## config.mk

```make
export PLATFORM = sky130hd
export DESIGN_NAME = cpu_clk_ctrl
export DESIGN_NICKNAME = d
export VERILOG_FILES = /design/src/rtl/cpu_clk_ctrl_pkg.sv /design/src/rtl/cpu_clk_ctrl_step_debounce.sv /design/src/rtl/cpu_clk_ctrl.sv
export SDC_FILE = /design/constraint.sdc
export NUM_CORES = 1
export LEC_CHECK = 0
export CAP_MARGIN = 20
export CORE_AREA = 2 2 119 121
export CTS_CLUSTER_SIZE = 12
export DETAILED_ROUTE_END_ITERATION = 6
export DIE_AREA = 0 0 121 123
export PLACE_DENSITY = 0.67
export SETUP_SLACK_MARGIN = 0.05
export SLEW_MARGIN = 0
export SYNTH_ARGS = -nofsm -noshare
export SYNTH_HDL_FRONTEND = slang
export SYNTH_SLANG_ARGS = --single-unit
```

## constraint.sdc

```tcl
create_clock -name clk -period 4.9 [get_ports clk]
set_input_delay 0.98 -clock clk [delete_from_list [all_inputs] [get_ports clk]]
set_output_delay 0.98 -clock clk [all_outputs]
set_load 0.02 [all_outputs]
```

## src/rtl/cpu_clk_ctrl_pkg.sv

```systemverilog
// Shared types and constants for the CPU clock/run/step controller.
package cpu_clk_ctrl_pkg;

  typedef enum logic [1:0] {
    HALTED = 2'd0,
    RUN    = 2'd1,
    STEP   = 2'd2
  } state_t;

  localparam logic [1:0] MODE_HALT     = 2'b00;
  localparam logic [1:0] MODE_RUN_DIV  = 2'b01;
  localparam logic [1:0] MODE_RUN_FULL = 2'b10;

  // Reserved encoding 2'b11 deliberately falls through to "not running".
  function automatic logic is_run_mode(input logic [1:0] m);
    return (m == MODE_RUN_DIV) || (m == MODE_RUN_FULL);
  endfunction

endpackage

```

## src/rtl/cpu_clk_ctrl_step_debounce.sv

```systemverilog
// Push-button conditioner: two-flop synchroniser, stability counter and
// rising-edge detector producing a single-cycle step pulse.
module step_debounce #(
  parameter int unsigned DEBOUNCE_CYCLES = 1_000_000
) (
  input  logic clk,
  input  logic rst_n,
  input  logic btn_raw,
  output logic btn_pulse
);

  localparam int unsigned   CW       = $clog2(DEBOUNCE_CYCLES + 1);
  localparam logic [CW-1:0] CNT_ONE  = CW'(1);
  localparam logic [CW-1:0] CNT_LAST = CW'(DEBOUNCE_CYCLES - 1);

  logic          r_sync1;
  logic          r_sync2;
  logic          r_level;
  logic          r_level_q;
  logic [CW-1:0] r_stab_cnt;

  // NOTE: sequential state uses non-blocking assignments so every flop samples
  // pre-edge values; blocking here would collapse the synchroniser chain.
  always_ff @(posedge clk or negedge rst_n) begin
    if (!rst_n) begin
      r_sync1    <= 1'b0;
      r_sync2    <= 1'b0;
      r_level    <= 1'b0;
      r_level_q  <= 1'b0;
      r_stab_cnt <= '0;
    end else begin
      r_sync1   <= btn_raw;
      r_sync2   <= r_sync1;
      r_level_q <= r_level;
      if (r_sync2 == r_level) begin
        r_stab_cnt <= '0;
      end else if (r_stab_cnt == CNT_LAST) begin
        r_level    <= r_sync2;
        r_stab_cnt <= '0;
      end else begin
        r_stab_cnt <= r_stab_cnt + CNT_ONE;
      end
    end
  end

  assign btn_pulse = r_level & ~r_level_q;

endmodule

```

## src/rtl/cpu_clk_ctrl.sv

```systemverilog
// Run/step/halt controller for the core's slow clock domain: programmable
// divider, debounced single-step and a registered one-cycle core enable.
module cpu_clk_ctrl
  import cpu_clk_ctrl_pkg::*;
#(
  parameter int unsigned DIV_WIDTH       = 32,
  parameter int unsigned DEFAULT_DIV     = 50_000_000,
  parameter int unsigned DEBOUNCE_CYCLES = 1_000_000,
  parameter int unsigned CNT_WIDTH       = 32
) (
  input  logic                 clk,
  input  logic                 rst_n,
  input  logic [1:0]           mode,
  input  logic                 div_load,
  input  logic [DIV_WIDTH-1:0] div_value,
  input  logic                 step_btn,
  input  logic                 halt_req,
  output logic                 cpu_en,
  output logic                 clk_slow,
  output logic                 running,
  output logic [CNT_WIDTH-1:0] en_count
);

  localparam logic [DIV_WIDTH-1:0] DIV_ONE   = DIV_WIDTH'(1);
  localparam logic [DIV_WIDTH-1:0] DIV_RESET =
    (DEFAULT_DIV == 0) ? DIV_ONE : DIV_WIDTH'(DEFAULT_DIV);
  localparam logic [CNT_WIDTH-1:0] CNT_ONE   = CNT_WIDTH'(1);

  logic [DIV_WIDTH-1:0] r_div;
  logic [DIV_WIDTH-1:0] r_div_cnt;
  logic                 r_clk_slow;
  logic                 r_cpu_en;
  logic                 r_running;
  logic [CNT_WIDTH-1:0] r_en_count;
  state_t               r_state;
  state_t               w_state_next;
  logic                 w_tick;
  logic                 w_step_pulse;
  logic                 w_run_ok;
  logic                 w_en_next;

  step_debounce #(
    .DEBOUNCE_CYCLES(DEBOUNCE_CYCLES)
  ) u_step_debounce (
    .clk      (clk),
    .rst_n    (rst_n),
    .btn_raw  (step_btn),
    .btn_pulse(w_step_pulse)
  );

  // A load restarts the count, so the load cycle itself never ticks.
  assign w_tick   = !div_load && (r_div_cnt == (r_div - DIV_ONE));
  assign w_run_ok = is_run_mode(mode) && !halt_req;

  always_ff @(posedge clk or negedge rst_n) begin
    if (!rst_n) begin
      r_div      <= DIV_RESET;
      r_div_cnt  <= '0;
      r_clk_slow <= 1'b0;
    end else begin
      if (div_load) begin
        r_div     <= (div_value == '0) ? DIV_ONE : div_value;
        r_div_cnt <= '0;
      end else if (w_tick) begin
        r_div_cnt <= '0;
      end else begin
        r_div_cnt <= r_div_cnt + DIV_ONE;
      end
      if (w_tick) begin
        r_clk_slow <= ~r_clk_slow;
      end
    end
  end

  always_ff @(posedge clk or negedge rst_n) begin
    if (!rst_n) begin
      r_state <= HALTED;
    end else begin
      r_state <= w_state_next;
    end
  end

  // NOTE: every always_comb output gets a default first so no path leaves it
  // unassigned, which would otherwise infer a latch.
  always_comb begin
    w_state_next = r_state;
    case (r_state)
      HALTED: begin
        if (w_run_ok) begin
          w_state_next = RUN;
        end else if (w_step_pulse) begin
          w_state_next = STEP;
        end
      end
      RUN: begin
        if (!w_run_ok) begin
          w_state_next = HALTED;
        end
      end
      STEP: begin
        if (w_tick) begin
          w_state_next = HALTED;
        end
      end
      default: w_state_next = HALTED;
    endcase
  end

  // A pending step ignores mode and halt_req; RUN honours halt over tick.
  always_comb begin
    w_en_next = 1'b0;
    case (r_state)
      RUN: begin
        if (w_run_ok) begin
          w_en_next = (mode == MODE_RUN_FULL) ? 1'b1 : w_tick;
        end
      end
      STEP:    w_en_next = w_tick;
      default: w_en_next = 1'b0;
    endcase
  end

  always_ff @(posedge clk or negedge rst_n) begin
    if (!rst_n) begin
      r_cpu_en   <= 1'b0;
      r_running  <= 1'b0;
      r_en_count <= '0;
    end else begin
      r_cpu_en  <= w_en_next;
      r_running <= (w_state_next == RUN);
      if (w_en_next && (r_en_count != '1)) begin
        r_en_count <= r_en_count + CNT_ONE;
      end
    end
  end

  assign cpu_en   = r_cpu_en;
  assign clk_slow = r_clk_slow;
  assign running  = r_running;
  assign en_count = r_en_count;

endmodule

```

-- Yosys cells after proc, flatten, opt, wreduce, memory -nomap -nowiden
Cells that the tools add are included.
- flip-flop bits (word level): 125
- output and inout port bits: 35
- add/sub/neg operators: 4
- equal/unequal tests: 9
- multiplexer cells: 13
- bitwise gates (word level): 4
- reduce and logical (&&, ||, !) cells: 9
- operators with widths (kind ; count):
    $mux W32 ; 3
    $add A32 B1 Y32 const B ; 2
    $mux W20 ; 2
    $eq A32 B32 Y1 ; 1
    $logic_not A32 Y1 ; 1
    $ne A32 B32 Y1 const B ; 1
    $sub A32 B1 Y32 const B ; 1
    $add A20 B1 Y20 const B ; 1
    $eq A20 B20 Y1 const B ; 1
    $mux W2 ; 4
    $eq A2 B1 Y1 const B ; 3
    $pmux W2 S3 ; 1
    $eq A2 B2 Y1 const B ; 2
    $logic_and A1 B1 Y1 ; 3
    $not A1 Y1 ; 3
    $logic_not A1 Y1 ; 2
    $logic_not A2 Y1 ; 1
    $mux W1 ; 2
    $pmux W1 S2 ; 1
    $reduce_and A2 Y1 ; 1
    $and A1 B1 Y1 ; 1
    $eq A1 B1 Y1 ; 1
    $logic_or A1 B1 Y1 ; 1

-- Depth between registers and ports, before layout
- word-level depth: 7
- mapped depth: 15
- depth with buffers taken out: 13

-- Modules after synthesis
From an unflattened synthesis, not the netlist that was laid out.
- cell total of the unflattened synthesis: 727
- area total of the unflattened synthesis: 7101.8 µm²
- by module, submodules not included (module ; times used ; cells each ; area an instance (µm²)):
    cpu_clk_ctrl ; 1 ; 617 ; 5955.7
    step_debounce ; 1 ; 110 ; 1146.1

-- Worst setup path after synthesis
OpenSTA, ideal clock, no wires.
- kind: flip-flop to flip-flop
- start: reg r_div[0]
- end: reg r_en_count[31] (netlist: en_count[31])
- library setup time: 129 ps
- arrival time: 3084 ps
- required time: 4771 ps
- path slack: 1687 ps
- cell stages (with the launch flop): 14
- period minus slack after synthesis: 3213 ps
- path through: dfrtp_1 inv_1 ha_1 clkbuf_1 nand2_1 mux2_2 a21oi_1 or4_1 nor4_2 o2111a_2 o21ai_2 nor3_2 or3b_1 xnor2_1
- longest elaborated chain between the ends: 7
- ends and longest elaborated chain (item ; line ; RTL):
    start, declared ; cpu_clk_ctrl.sv:29 ; logic [DIV_WIDTH-1:0] r_div;
    start signal, assigned ; cpu_clk_ctrl.sv:62 ; r_div <= (div_value == '0) ? DIV_ONE : div_value;
    $sub A32 B1 Y32 * ; cpu_clk_ctrl.sv:52 ; assign w_tick = !div_load && (r_div_cnt == (r_div - DIV_ONE));
    $eq A32 B32 Y1 * ; cpu_clk_ctrl.sv:52 ;
    $logic_and A1 B1 Y1 * ; cpu_clk_ctrl.sv:52 ;
    $mux W1 ; cpu_clk_ctrl.sv:115 ; w_en_next = (mode == MODE_RUN_FULL) ? 1'b1 : w_tick;
    $mux W1 ; cpu_clk_ctrl.sv:114 ; if (w_run_ok) begin
    $pmux W1 S2 * ; cpu_clk_ctrl.sv:112 ; case (r_state)
    $logic_and A1 B1 Y1 * ; cpu_clk_ctrl.sv:131 ; if (w_en_next && (r_en_count != '1)) begin
    end signal, assigned ; cpu_clk_ctrl.sv:132 ; r_en_count <= r_en_count + CNT_ONE;
    end, declared ; cpu_clk_ctrl.sv:34 ; logic [CNT_WIDTH-1:0] r_en_count;
Mark *: on every way between the ends. The rest lies on a longest branch, timed or not.
A chain may end at the register's enable or synchronous reset.

-- Worst setup path after layout
- start: reg r_div[9]
- end: reg r_en_count[30] (netlist: en_count[30])
Same word-level chain as after synthesis.

==> impl_summary.log <==
[metrics] status: completed
[metrics] fraction of layout instances using a drive strength above 1: 13.2%
[metrics] Max Clock Skew: 6.35 ps
[metrics] maximum ir drop on the vdd rail: 250 uV
[metrics] net load switching power: 0.663 mW
[metrics] portion of total power attributed to sequential cells: 43.2%
[metrics] Most Frequent Cell on Critical Path: sky130_fd_sc_hd__xnor2_1
[metrics] Gate Count Post-Synth: 663
[metrics] Total Power Consumption: 2.64 mW
[metrics] clock transition at the registers of the reported paths: 60 ps
[metrics] slew at the pin closest to its max-slew limit: 724 ps
[metrics] Initial DRC Count: 242
[metrics] Synthesized Nets: 711
[metrics] async set-or-reset flop fraction in the synthesized netlist: 100%
[metrics] DR WL/cell: 16.0 um
[metrics] syn_area_per_cell: 10.1 sq um
[metrics] buffers added on ports: 73
[metrics] number of placement rows: 43
[metrics] fin crit share: 78.1%
[metrics] RSZ-0062 raised after global routing: false
[metrics] Final Hold Fails: 0
[metrics] family of cells with the greatest summed delay on the critical path: simple AND/OR/NAND/NOR gates
[metrics] static power due to leakage: 3.35 nW
[metrics] clock tree from TritonCTS: done
[metrics] post-layout net count: 787
[metrics] relative slew slack: 51.4%
[metrics] via count of the first global-routing pass: 5161
[metrics] Post-DP Area: 0.00760 sq mm
[metrics] count of state elements after synthesis: 125
[metrics] Finish-stage setup viols: 0
[metrics] worst path arrival time: 4130 ps
[metrics] post-synth design cell area: 0.00672 sq mm
[metrics] clock root buffer master: sky130_fd_sc_hd__clkbuf_16
[metrics] PD cells: 323 mW/mm^2
[metrics] total number of vias: 5070
[metrics] worst-path cell chain: nor4_2 > nand3_2 > or4_1 > xnor2_1 > nand4bb_1 > nor4_1 > o2111a_2 > o21ai_2 > nor3_2 > nand4_1 > xnor2_1
[metrics] number of buffers between clock root and the deepest sink: 2
[metrics] Storage cell area: 0.00314 sq mm
[metrics] kind of end point of the critical path: flop
[metrics] area delta synth->final: 22.0%
[metrics] FMAX: 0.261 GHz
[metrics] Critical path buffers and inverters: 0
[metrics] top-level port count: 74
[metrics] gr ovfl total: 0
[metrics] total core area: 0.0136 sq mm
[metrics] crit path max fanout: 12
[metrics] count of final max-slew check failures: 0
[metrics] path length in cells of the critical path: 11
[metrics] clock sink total: 125
[metrics] final standard cell count with taps included and fillers excluded: 932
[metrics] die outline height: 123 um
[metrics] path class of the lowest-slack min-delay path: flop to flop
[metrics] die width: 121 um
[metrics] worst setup slack for register-to-register paths: 1070 ps
[metrics] Worst Hold Path Cells: 0
[metrics] worst setup timing slack at the placement stage: 1090 ps
[metrics] post-cts sizing count: 0
[metrics] number of enable-type register cells in the synthesized netlist: 0
[metrics] die area: 0.0149 sq mm
[metrics] worst r2r dst: en_count[30]
[metrics] library cell occupying the most area in the post-synthesis netlist: sky130_fd_sc_hd__dfrtp_1
[metrics] number of distinct library cells after synthesis: 55
[metrics] routed wire length: 14900 um
[metrics] cell-internal power: 1.98 mW
[metrics] starting density of the core: 49.4%
[metrics] total clock buffers created by CTS: 17
[metrics] First-pass DRT Iterations: 4
[metrics] number of vias per cell: 5.44
[metrics] Max stage delay on crit path: 630 ps
[metrics] predominant post-synthesis flop cell: sky130_fd_sc_hd__dfrtp_1
[metrics] global placement routability congestion: 0.936
[metrics] CP Capture Point: en_count[30]
[metrics] area occupied by multi-input gates: 0.00343 sq mm
[metrics] critical path startpoint: r_div[9]
[metrics] number of hold-repair buffers added at the cts stage: 0
[metrics] total of warnings raised by yosys: 0
[metrics] startpoint type of the worst setup path: flop
[metrics] Finished Cell Area: 0.00820 sq mm
[metrics] commonest cells after routing, fill and taps aside: sky130_fd_sc_hd__dfrtp_1, sky130_fd_sc_hd__nor2_1, sky130_fd_sc_hd__xnor2_1, sky130_fd_sc_hd__clkdlybuf4s50_1, sky130_fd_sc_hd__nand2_1
[metrics] worst slack on hold paths: 347 ps
[metrics] Post CTS Setup Buffer Count: 0
[metrics] CP required: 5200 ps
[metrics] worst path setup slack after routing: 1070 ps
[metrics] Final Critical Period: 3830 ps
[metrics] number of cells in the design after placement: 900
[metrics] antenna viol nets, final: 0
[metrics] global-route wire length before repair: 25000 um
[metrics] number of levels in the clock H-tree: 4
[metrics] clock share of power: 47.1%
[metrics] number of antenna violations at the first check in global routing: 0
[metrics] count of filler cells inserted in the layout: 1137
[metrics] Clk Latency, worst-skew pair: 420 ps
[metrics] combinational group share of total power: 9.6%
[metrics] synth top area cells: sky130_fd_sc_hd__dfrtp_1, sky130_fd_sc_hd__xnor2_1, sky130_fd_sc_hd__xor2_1
[metrics] r2r worst-path depth: 11
[metrics] overall global routing resource usage: 21.6%
[metrics] sequential cell area fraction in the yosys report: 46.8%
[metrics] fraction of post-synthesis cell area in the top cell type by area: 42.1%
[metrics] RR Startpoint: r_div[9]
[metrics] total inserted antenna cells: 0
[metrics] number of violations of the max-capacitance limit: 0
[metrics] switching share of power: 25.1%
[metrics] final standard cell utilization of the core: 60.2%
[metrics] startpoint-to-endpoint class of the critical path: flop to flop
[metrics] detailed-route DRC error count: 0
[metrics] most common library cell in the layout ignoring fill and taps: sky130_fd_sc_hd__dfrtp_1
[metrics] maximum number of pins on one net before global-route repair: 46
[metrics] final total negative setup slack: 0 ps
[metrics] highest-delay cell along the critical path: sky130_fd_sc_hd__nor3_2
[metrics] half-perimeter wire length after detailed placement: 10800 um
per-layer routing:
| layer | GRT usage (%) | up-vias | routed length (um) |
|---|---|---|---|
| met4 | 7.56 | 0 | 234 |
| met3 | 5.67 | 18 | 704 |
| met2 | 34.9 | 107 | 6980 |
| met1 | 28.4 | 2487 | 7010 |
| met5 | 0 | - | 0 |
| li1 | - | 2458 | - |
synthesized netlist by cell type, types with 2 or more instances:
library cell and n:
sky130_fd_sc_hd__nand2_1 51, sky130_fd_sc_hd__a31oi_1 4, sky130_fd_sc_hd__buf_6 2, sky130_fd_sc_hd__nor4_2 5
sky130_fd_sc_hd__o31ai_1 3, sky130_fd_sc_hd__ha_1 9, sky130_fd_sc_hd__buf_2 2, sky130_fd_sc_hd__a21oi_1 13
sky130_fd_sc_hd__nand3_1 33, sky130_fd_sc_hd__or4_1 5, sky130_fd_sc_hd__o211ai_1 2, sky130_fd_sc_hd__and2_1 3
sky130_fd_sc_hd__nor3_1 11, sky130_fd_sc_hd__buf_1 2, sky130_fd_sc_hd__xor2_1 45, sky130_fd_sc_hd__or2_2 2
sky130_fd_sc_hd__nand4_1 17, sky130_fd_sc_hd__and4_1 10, sky130_fd_sc_hd__nor3b_1 2, sky130_fd_sc_hd__clkbuf_1 13
sky130_fd_sc_hd__nor2b_1 8, sky130_fd_sc_hd__nor3_2 4, sky130_fd_sc_hd__or3_1 6, sky130_fd_sc_hd__dfrtp_1 113
sky130_fd_sc_hd__dfstp_2 12, sky130_fd_sc_hd__inv_1 13, sky130_fd_sc_hd__nor4_1 15, sky130_fd_sc_hd__nand3_2 3
sky130_fd_sc_hd__mux2_2 32, sky130_fd_sc_hd__nor2_1 86, sky130_fd_sc_hd__and3_1 23, sky130_fd_sc_hd__xnor2_1 72
sky130_fd_sc_hd__o21ai_0 13, sky130_fd_sc_hd__nand4b_1 2, sky130_fd_sc_hd__mux2i_1 7
how the worst min path moves through the flow:
| stage | startpoint | endpoint | slack [ps] |
|---|---|---|---|
| final | u_step_debounce.r_sync1 | u_step_debounce.r_sync2 | 350 |
| after global routing | u_step_debounce.r_sync1 | u_step_debounce.r_sync2 | 360 |
| after CTS | u_step_debounce.r_sync1 | u_step_debounce.r_sync2 | 360 |
| after detailed placement | u_step_debounce.r_sync1 | u_step_debounce.r_sync2 | 350 |
| after global placement | u_step_debounce.r_sync1 | u_step_debounce.r_sync2 | 330 |
| after floorplan | u_step_debounce.r_sync1 | u_step_debounce.r_sync2 | 330 |
layout make-up:
| cell class | instances | area share (%) |
|---|---|---|
| multi-input cells | 505 | 41.8 |
| flip-flops and latches | 125 | 38.3 |
| repair buffers | 77 | 9.25 |
| clock buffers | 19 | 5.53 |
| well taps | 180 | 2.75 |
| clock inverters | 13 | 1.71 |
| inverters | 13 | 0.595 |
kinds of logic (layout without fill, tap and decap cells):
logic type / after synthesis / count (layout) / share of synthesized area, %
AOI/OAI and AO/OA: 46 / 46 / 4.32
xor gates and xnor gates: 117 / 117 / 15.3
adders and majority gates: 9 / 9 / 1.68
buffers and inverters: 33 / 122 / 2.16
DFF: 125 / 125 / 46.8
muxes: 39 / 39 / 6.41
and+or+nand+nor: 294 / 294 / 23.4
flip-flops by register name (all words and copies together) (netlist names), 2 cells and up:
| register | count |
|---|---|
| en_count | 32 |
| r_div | 32 |
| r_div_cnt | 32 |
| u_step_debounce.r_stab_cnt | 20 |
| r_state | 2 |
power by group through the flow:
stage	Clock [mW]	Sequential (mW)	Combinational (mW)
2_1_floorplan	0	1.14	0.165
3_3_place_gp	0	1.16	0.250
3_5_place_dp	0	1.16	0.257
4_1_cts	1.27	1.14	0.258
5_1_grt	1.32	1.15	0.285
6_report	1.25	1.14	0.255
(Power assumes the default switching activity.)
